File: src/rtl/pe_out_collector.sv
// Collects PE-array output frames, buffers them and writes enabled lanes to data memory.
// Optional PE_OUT_DROPCNT_EN adds a saturating dropped-frame counter output (drop_cnt).
module pe_out_collector #(
  parameter int unsigned DATA_W = 16,
  parameter int unsigned LANES  = 12,
  parameter int unsigned DLY    = 3,
  parameter int unsigned DEPTH  = 4,
  parameter int unsigned ADR_W  = 10,
  parameter int unsigned CNT_W  = 8
) (
  input  logic                    clk,
  input  logic                    rst,
  input  logic                    start,
  input  logic [ADR_W-1:0]        base_adr,
  input  logic [CNT_W-1:0]        frame_cnt,
  input  logic [LANES-1:0]        lane_mask,
  input  logic                    in_valid,
  input  logic [LANES*DATA_W-1:0] in_data,
  output logic                    out_we,
  output logic [ADR_W-1:0]        out_adr,
  output logic [DATA_W-1:0]       out_wd,
  input  logic                    out_ready,
  output logic                    busy,
  output logic                    done,
`ifdef PE_OUT_DROPCNT_EN
  output logic [7:0]              drop_cnt,
`endif
  output logic                    overflow
);

  localparam int unsigned FW = LANES * DATA_W;
  localparam int unsigned PW = (DEPTH > 1) ? $clog2(DEPTH) : 1;
  localparam logic [PW:0] FullCnt = (PW+1)'(DEPTH);

  typedef enum logic [1:0] {StIdle, StRun, StDrain} state_e;

  // Alignment delay line
  logic          cap_v;
  logic [FW-1:0] cap_data;

  if (DLY == 0) begin : g_direct
    assign cap_v    = in_valid;
    assign cap_data = in_data;
  end else begin : g_dly
    logic [DLY-1:0]    v_q;
    logic [DLY*FW-1:0] d_q;

    always_ff @(posedge clk) begin
      if (rst) begin
        v_q <= '0;
      end else begin
        v_q <= DLY'({v_q, in_valid});
      end
    end

    always_ff @(posedge clk) begin
      d_q <= (DLY*FW)'({d_q, in_data});
    end

    assign cap_v    = v_q[DLY-1];
    assign cap_data = d_q[DLY*FW-1 -: FW];
  end

  state_e             state_q, state_d;
  logic [CNT_W-1:0]   left_q, left_d;
  logic [FW-1:0]      mem_q [DEPTH];
  logic [PW-1:0]      rd_ptr_q, wr_ptr_q;
  logic [PW:0]        count_q, count_d;
  logic [LANES-1:0]   sent_q, sent_d;
  logic [LANES-1:0]   mask_q;
  logic [ADR_W-1:0]   wr_adr_q;
  logic               done_q, done_d;
  logic               ovf_q;

  logic               empty, full, push, pop, drop, latch;
  logic [FW-1:0]      head;
  logic [LANES-1:0]   pending, cur_oh;
  logic               last_lane, wr_fire;
  logic [DATA_W-1:0]  lane_wd;

  function automatic logic [PW-1:0] ptr_inc(input logic [PW-1:0] p);
    return (p == PW'(DEPTH - 1)) ? '0 : p + 1'b1;
  endfunction

  assign empty = (count_q == '0);
  assign full  = (count_q == FullCnt);
  assign head  = mem_q[rd_ptr_q];

  // Lanes of the head frame still to be written; lowest one is emitted next.
  assign pending   = empty ? '0 : (mask_q & ~sent_q);
  assign cur_oh    = pending & (~pending + 1'b1);
  assign last_lane = ((pending & ~cur_oh) == '0);
  assign wr_fire   = out_we & out_ready;
  assign pop       = !empty && ((pending == '0) || (wr_fire && last_lane));

  always_comb begin
    lane_wd = '0;
    for (int i = 0; i < LANES; i++) begin
      if (cur_oh[i]) lane_wd = head[i*DATA_W +: DATA_W];
    end
  end

  assign push = (state_q == StRun) && cap_v && (!full || pop);
  assign drop = (state_q == StRun) && cap_v && !push;

  always_comb begin
    count_d = count_q;
    unique case ({push, pop})
      2'b10:   count_d = count_q + 1'b1;
      2'b01:   count_d = count_q - 1'b1;
      default: count_d = count_q;
    endcase
  end

  always_comb begin
    sent_d = sent_q;
    if (pop)          sent_d = '0;
    else if (wr_fire) sent_d = sent_q | cur_oh;
  end

  always_comb begin
    state_d = state_q;
    left_d  = left_q;
    done_d  = 1'b0;
    latch   = 1'b0;
    case (state_q)
      StIdle: begin
        if (start) begin
          latch = 1'b1;
          if (frame_cnt == '0) begin
            done_d = 1'b1;
          end else begin
            state_d = StRun;
            left_d  = frame_cnt;
          end
        end
      end
      StRun: begin
        // Dropped frames count too, so the block always terminates.
        if (cap_v) begin
          left_d = left_q - 1'b1;
          if (left_q == CNT_W'(1)) state_d = StDrain;
        end
      end
      StDrain: begin
        if (count_d == '0) begin
          state_d = StIdle;
          done_d  = 1'b1;
        end
      end
      default: state_d = StIdle;
    endcase
  end

  always_ff @(posedge clk) begin
    if (push) mem_q[wr_ptr_q] <= cap_data;
  end

  always_ff @(posedge clk) begin
    if (rst) begin
      state_q  <= StIdle;
      left_q   <= '0;
      rd_ptr_q <= '0;
      wr_ptr_q <= '0;
      count_q  <= '0;
      sent_q   <= '0;
      mask_q   <= '0;
      wr_adr_q <= '0;
      done_q   <= 1'b0;
      ovf_q    <= 1'b0;
    end else begin
      state_q <= state_d;
      left_q  <= left_d;
      done_q  <= done_d;
      count_q <= count_d;
      sent_q  <= sent_d;
      if (push) wr_ptr_q <= ptr_inc(wr_ptr_q);
      if (pop)  rd_ptr_q <= ptr_inc(rd_ptr_q);
      if (latch) begin
        mask_q   <= lane_mask;
        wr_adr_q <= base_adr;
        ovf_q    <= 1'b0;
      end else begin
        if (wr_fire) wr_adr_q <= wr_adr_q + 1'b1;
        if (drop)    ovf_q    <= 1'b1;
      end
    end
  end

`ifdef PE_OUT_DROPCNT_EN
  logic [7:0] drop_cnt_q;

  always_ff @(posedge clk) begin
    if (rst || latch) begin
      drop_cnt_q <= '0;
    end else if (drop && (drop_cnt_q != 8'hFF)) begin
      drop_cnt_q <= drop_cnt_q + 1'b1;
    end
  end

  assign drop_cnt = drop_cnt_q;
`endif

  assign out_we   = (pending != '0);
  assign out_adr  = wr_adr_q;
  assign out_wd   = out_we ? lane_wd : '0;
  assign busy     = (state_q != StIdle);
  assign done     = done_q;
  assign overflow = ovf_q;

endmodule
File: config.mk
export PLATFORM = sky130hd
export DESIGN_NAME = pe_out_collector
export DESIGN_NICKNAME = d
export VERILOG_FILES = /design/src/rtl/pe_out_collector.sv
export SDC_FILE = /design/constraint.sdc
export NUM_CORES = 1
export LEC_CHECK = 0
export BUFFER_PORTS_ARGS = -buffer_cell sky130_fd_sc_hd__buf_2
export CAP_MARGIN = 25
export CORE_ASPECT_RATIO = 0.8
export CORE_UTILIZATION = 25
export CTS_BUF_LIST = sky130_fd_sc_hd__clkbuf_8
export CTS_CLUSTER_DIAMETER = 200
export DETAILED_ROUTE_END_ITERATION = 12
export GPL_TIMING_DRIVEN = 0
export SLEW_MARGIN = 15
export SYNTH_ARGS = -nofsm -noshare
export SYNTH_HDL_FRONTEND = slang
export SYNTH_SLANG_ARGS = --single-unit
export TNS_END_PERCENT = 30
File: constraint.sdc
create_clock -name clk -period 7.7 [get_ports clk]
set_input_delay 1.54 -clock clk [delete_from_list [all_inputs] [get_ports clk]]
set_output_delay 1.54 -clock clk [all_outputs]
set_load 0.05 [all_outputs]
After elaboration in Yosys (flattened, before gate mapping)
Memory sizes are Yosys's and may differ from the RTL's. A register that Yosys moved wholly into a read port is not among the register bits.
Cells that the tools add are included.
{"block": "word_totals", "rom_bits": 0, "register_bits": 632, "ram_bits": 768, "mem_count": 1, "latch_bits": 0}
{"block": "op_classes", "n_shift": 0, "n_div": 0, "eq_ne": 13, "n_addsub": 7, "bitwise_logic": 8, "n_mul": 0, "order_cmp": 0, "n_mux": 39, "reduce_logical": 24}
{"name": "mem_q", "depth": 4, "width": 192, "read_ports": 1, "rd_ports_with_merged_regs": 1, "wr": 1, "line": "66", "text": "logic [FW-1:0] mem_q [DEPTH];"}
{"op": "16-bit 2-to-1 mux", "n": 13}
{"op": "12-bit AND", "n": 3}
{"op": "12-bit inverter", "n": 3}
{"op": "12-bit zero test", "n": 2}
{"op": "8-bit 2-to-1 mux", "n": 3}
{"op": "10-bit 2-to-1 mux", "n": 2}
{"op": "2-bit 2-to-1 mux", "n": 9}
{"op": "8-bit one-hot mux with 2 select lines", "n": 1}
{"op": "12-bit by 1-bit adder with 12-bit output, second input constant", "n": 1}
{"op": "12-bit 2-to-1 mux", "n": 1}
{"op": "12-bit OR", "n": 1}
{"op": "12-bit nonzero test", "n": 1}
{"op": "10-bit by 1-bit adder with 10-bit output, second input constant", "n": 1}
{"op": "2-bit equality test, second input constant", "n": 4}
{"op": "8-bit by 1-bit equality test with 1-bit output, second input constant", "n": 1}
{"op": "8-bit zero test", "n": 1}
{"op": "2-bit != test, second input constant", "n": 4}
{"op": "8-bit by 1-bit subtractor with 8-bit output, second input constant", "n": 1}
{"op": "1-bit 2-to-1 mux", "n": 7}
{"op": "3-bit zero test", "n": 2}
{"op": "2-bit one-hot mux with 3 select lines", "n": 1}
{"op": "3-bit one-hot mux with 2 select lines", "n": 1}
{"op": "2-bit nonzero test", "n": 3}
{"op": "1-bit logical AND", "n": 5}
{"op": "other kinds (14)", "n": 20}

Depth between registers and ports, before layout
{"block": "logic_depth", "word_depth": 19, "mapped_depth": 14, "mapped_depth_nobuf": 12}

Least setup slack after synthesis
OpenSTA, ideal clock, no wires.
{"block": "synth_timing", "kind": "input to register", "startpoint": "input out_ready", "endpoint": "memory mem_q[0][0] (netlist name), enable pin", "cell_stages": 5, "arrival_time_ns": 6.679, "t_required_ns": 7.124, "slack_ns": 0.445, "setup_ns": 0.576, "path_cell_list": "o21ai_0 > o31a_1 > buf_6 > a31oi_4 > and2_1"}
{"block": "synth_between", "elab_chain_len": 8}
{"element": "from (decl)", "line": "22", "text": "input logic out_ready,"}
{"element": "1-bit AND", "line": "93", "text": "assign wr_fire = out_we & out_ready;"}
{"element": "1-bit logical AND", "line": "94", "text": "assign pop = !empty && ((pending == '0) || (wr_fire && last_lane));"}
{"element": "1-bit logical OR", "line": "94"}
{"element": "1-bit logical AND", "line": "94"}
{"element": "1-bit logical OR", "line": "103", "text": "assign push = (state_q == StRun) && cap_v && (!full || pop);"}
{"element": "1-bit logical AND", "line": "103"}
{"element": "1-bit 2-to-1 mux", "line": "156", "text": "if (push) mem_q[wr_ptr_q] <= cap_data;"}
{"element": "1-bit 2-to-1 mux (implied by the code)", "line": "156"}
{"element": "to (decl)", "line": "66"}
Every way passes these cells.

==> impl_metrics.tcl <==
set metrics [dict create \
    grt_max_degree 49 \
    cts_buffer_depth 3 \
    dp_hpwl_um 69100 \
    placedInstanceArea_mm2 0.0480 \
    yosys.cell_count.top_type "edfxtp_1" \
    clkLatencyLatePin_ps 940 \
    synth_ff_type "edfxtp_1" \
    flow.area_growth_from_synthesis_pct 21.4 \
    place.port_buffers 255 \
    cts-htree-levels 4 \
    cp_data_required_time_ps 6160 \
    seq_power_share_pct 54.2 \
    worstPathMaxFanout 10 \
    main_combinational_cell_family_by_area_after_synthesis "multiplexers" \
    detail_route.wl_per_cell_um 20.2 \
    min_path_cells 0 \
    r2r_cells 12 \
    ir_worst_vdd_mv 0.163 \
    fin_skew_ps 61.9 \
    comb_power_share_pct 3.6 \
    antenna_found_initial 11 \
    async_reset_ff_share_pct 0 \
    vias_in_the_first_global_route 21200 \
    synthesized_area_fraction_occupied_by_adder_cells_pct 0.303 \
    final_hold_viol_count 0 \
    r2r-end "mem_q[0][59]$_DFFE_PP_" \
    synth_cell_type_count 62 \
    post_cts_resized 0 \
    postSynthCellCount 2155 \
    cts.reportedPaths.clkPinSlew_ps 60 \
    num_cts_buffers 215 \
    final_net_count 2892 \
    die_height_um 374 \
    min-delay-start "g_dly.d_q[275]$_DFF_P_" \
    min_path_type "reg2reg" \
    p_int_mw 11.8 \
    via_per_inst 4.06 \
    wl_um 104000 \
    total_leakage_power_nw 18.2 \
    post-route-period-util_pct 83.9 \
    die_x_um 467 \
    die_area_mm2 0.175 \
    totalNegativeSetupSlack_ps 0 \
    netlist_top_cells_count "768 x edfxtp_1, 634 x dfxtp_1, 192 x mux4_2" \
    rsz0062_at_grt "no" \
    compound_cell_area_share_of_the_yosys_netlist_pct 2.95 \
    cts_sinks 1402 \
    switching_share_pct 22.0 \
    dr.pass1.iters 7 \
    track_usage_pct 11.7 \
    layout-drive-gt1-share_pct 29.4 \
    timing.max_slew.rel_slack_pct 32.4 \
    placement_rows 136 \
    outcome "finished clean" \
    syn-num-nets 2391 \
    flop2flop_setup_slack_ps 3490 \
    holdBufCountCts 0 \
    synth_enable_flop_cells 768 \
    worst_setup_path_end_kind "output port" \
    drv.max_cap_violation_count 0 \
    floorplan.io_pins 257 \
    timing.final.crit_period_ps 6460 \
    cp_data_arrival_time_ps 4920 \
    power.net_switching_mw 3.33 \
    total_power_mw 15.1 \
    mappedNetlistArea_mm2 0.0433 \
    synthTopCellsByArea "edfxtp_1 53%, dfxtp_1 29%, mux4_2 10%, a22oi_1 1.2%, nand2_1 0.73%" \
    postCtsSetupRepairBufs 0 \
    postLayoutCellArea_mm2 0.0526 \
    worstSetupPathType "reg2out" \
    grt_pass1_wl_um 146000 \
    critical_path.reg2reg.startpoint "count_q[2]$_SDFF_PP0_" \
    synth.area.mux_share_pct 10.1 \
    clock-root-buffer "clkbuf_8" \
    avgSynthCellArea_um2 20.1 \
    yosys.area_share.simple_pct 3.04 \
    final_weighted_congestion_in_routability_driven_placement 0.756 \
    fillerInstances 16800 \
    power.clock.fraction_pct 42.1 \
    grt_remaining_overflow 0 \
    share_of_the_synthesized_netlist_area_taken_by_xor_and_xnor_gates_pct 0.162 \
    ys_seq_elements 1402 \
    post_synth_top_area_share_pct 53.2 \
    worstHoldEndpoint "g_dly.d_q[467]$_DFF_P_" \
    final.hold.worst_slack_ps 311 \
    drt_drc_violations_left 0 \
    power-per-cell-area_mw_per_mm2 287 \
    dr.first_iter.drc_count 1588 \
    worst_slew_pin_slew_ps 1010 \
    placeableCoreArea_mm2 0.172 \
    worst_setup_path_start_kind "register" \
    timing_max_transition_violations_final 0 \
    antenna_left 0 \
    timing.final.setup_violations 0 \
    yosysTopAreaCell "edfxtp_1" \
    synth-seq-area-share_pct 82.5 \
    warnings_synthesis 0 \
    initial_core_util_pct 25.2 \
    route.vias.total 20800 \
    cts_tree "built" \
    fmax_mhz 155 \
]
==> logic make-up after synthesis <==
kind of cell    count (synthesis)
mux                           199
buf+inv                        89
xor+xnor                        8
simple gates                  253
flops                        1402
fa+ha+maj                      10
compound gates                194
==> sequential cells by signal (all words and copies together), names as in the netlist, 3 cells and up, named ones only <==
signal / flops
mem_q: 768
out_adr: 10
g_dly.v_q: 3
mask_q: 12
sent_q: 12
count_q: 3
g_dly.d_q: 576
left_q: 8
==> worst max-delay path, cell delays in order (launching register included) <==
cell and delay (ps):
dfxtp_1 440, clkbuf_1 520, buf_1 700, clkbuf_1 660, mux4_2 400, o21ai_0 750, a31oi_1 260, buf_2 270
==> power groups by stage <==
stage	clock, mW	sequential (mW)	combinational [mW]
floorplan	0	8.30	0.351
global placement	0	8.36	0.555
detailed placement	0	8.36	0.564
CTS	6.61	8.20	0.565
global route	6.93	8.21	0.599
finish	6.36	8.19	0.551
==> final cells by class <==
class	count	area [um^2]	area share, %
multi-input cells	664	7220	13.7
repair buffers	284	1820	3.46
diodes	5	12.5	0.0238
well taps	2277	2850	5.42
inverters	9	33.8	0.0642
plain buffers	80	348	0.661
clock inverters	141	998	1.90
flip-flops and latches	1402	35800	68.0
clock buffers	258	3550	6.75
==> per-stage QoR <==
step	std cells	setup WS, ps	utilization [%]
2_1_floorplan	2155	445	-
3_3_place_gp	4687	-4080	27.6
3_5_place_dp	4716	2040	27.9
4_1_cts	5115	986	30.6
5_1_grt	5117	919	30.6
6_report	5120	1240	30.6
==> cell usage in the layout (no fill, tap or decap), types with 5 or more instances in the layout <==
cell type,instances
nand4_1,21
xor2_1,5
a22oi_1,69
nand2_1,84
buf_4,10
clkbuf_1,51
a211oi_1,12
mux4_2,192
diode_2,5
clkbuf_8,258
a21oi_1,40
mux2i_1,6
o21ai_0,36
nor4_1,7
clkinv_2,19
bufinv_16,12
nand3_1,7
nor3_1,9
buf_16,16
clkinv_1,19
clkinvlp_4,7
nand2b_1,12
inv_1,83
and3_1,17
buf_2,282
nor2b_1,13
nor2_1,47
a31oi_1,15
edfxtp_1,768
dfxtp_1,634
ha_1,8
==> worst max path at each step <==
stage	start	endpoint	slack, ps
2_1_floorplan	out_ready	mem_q[0][0]$_DFFE_PP_	450
3_3_place_gp	out_ready	mem_q[3][74]$_DFFE_PP_	-4080
3_5_place_dp	register	out_wd[13]	2040
4_1_cts	register	out_wd[13]	990
5_1_grt	register	out_wd[0]	920
6_report	register	out_wd[13]	1240
==> layer usage <==
| metal | up-vias | wire (um) | global-route usage, % |
|---|---|---|---|
| li1 | 9423 | - | - |
| met1 | 10500 | 44500 | 15.2 |
| met2 | 666 | 49500 | 18.7 |
| met3 | 161 | 6770 | 3.32 |
| met4 | 4 | 2690 | 4.00 |
| met5 | - | 28 | 0 |
Note: power is estimated with default switching activity, not from simulation.
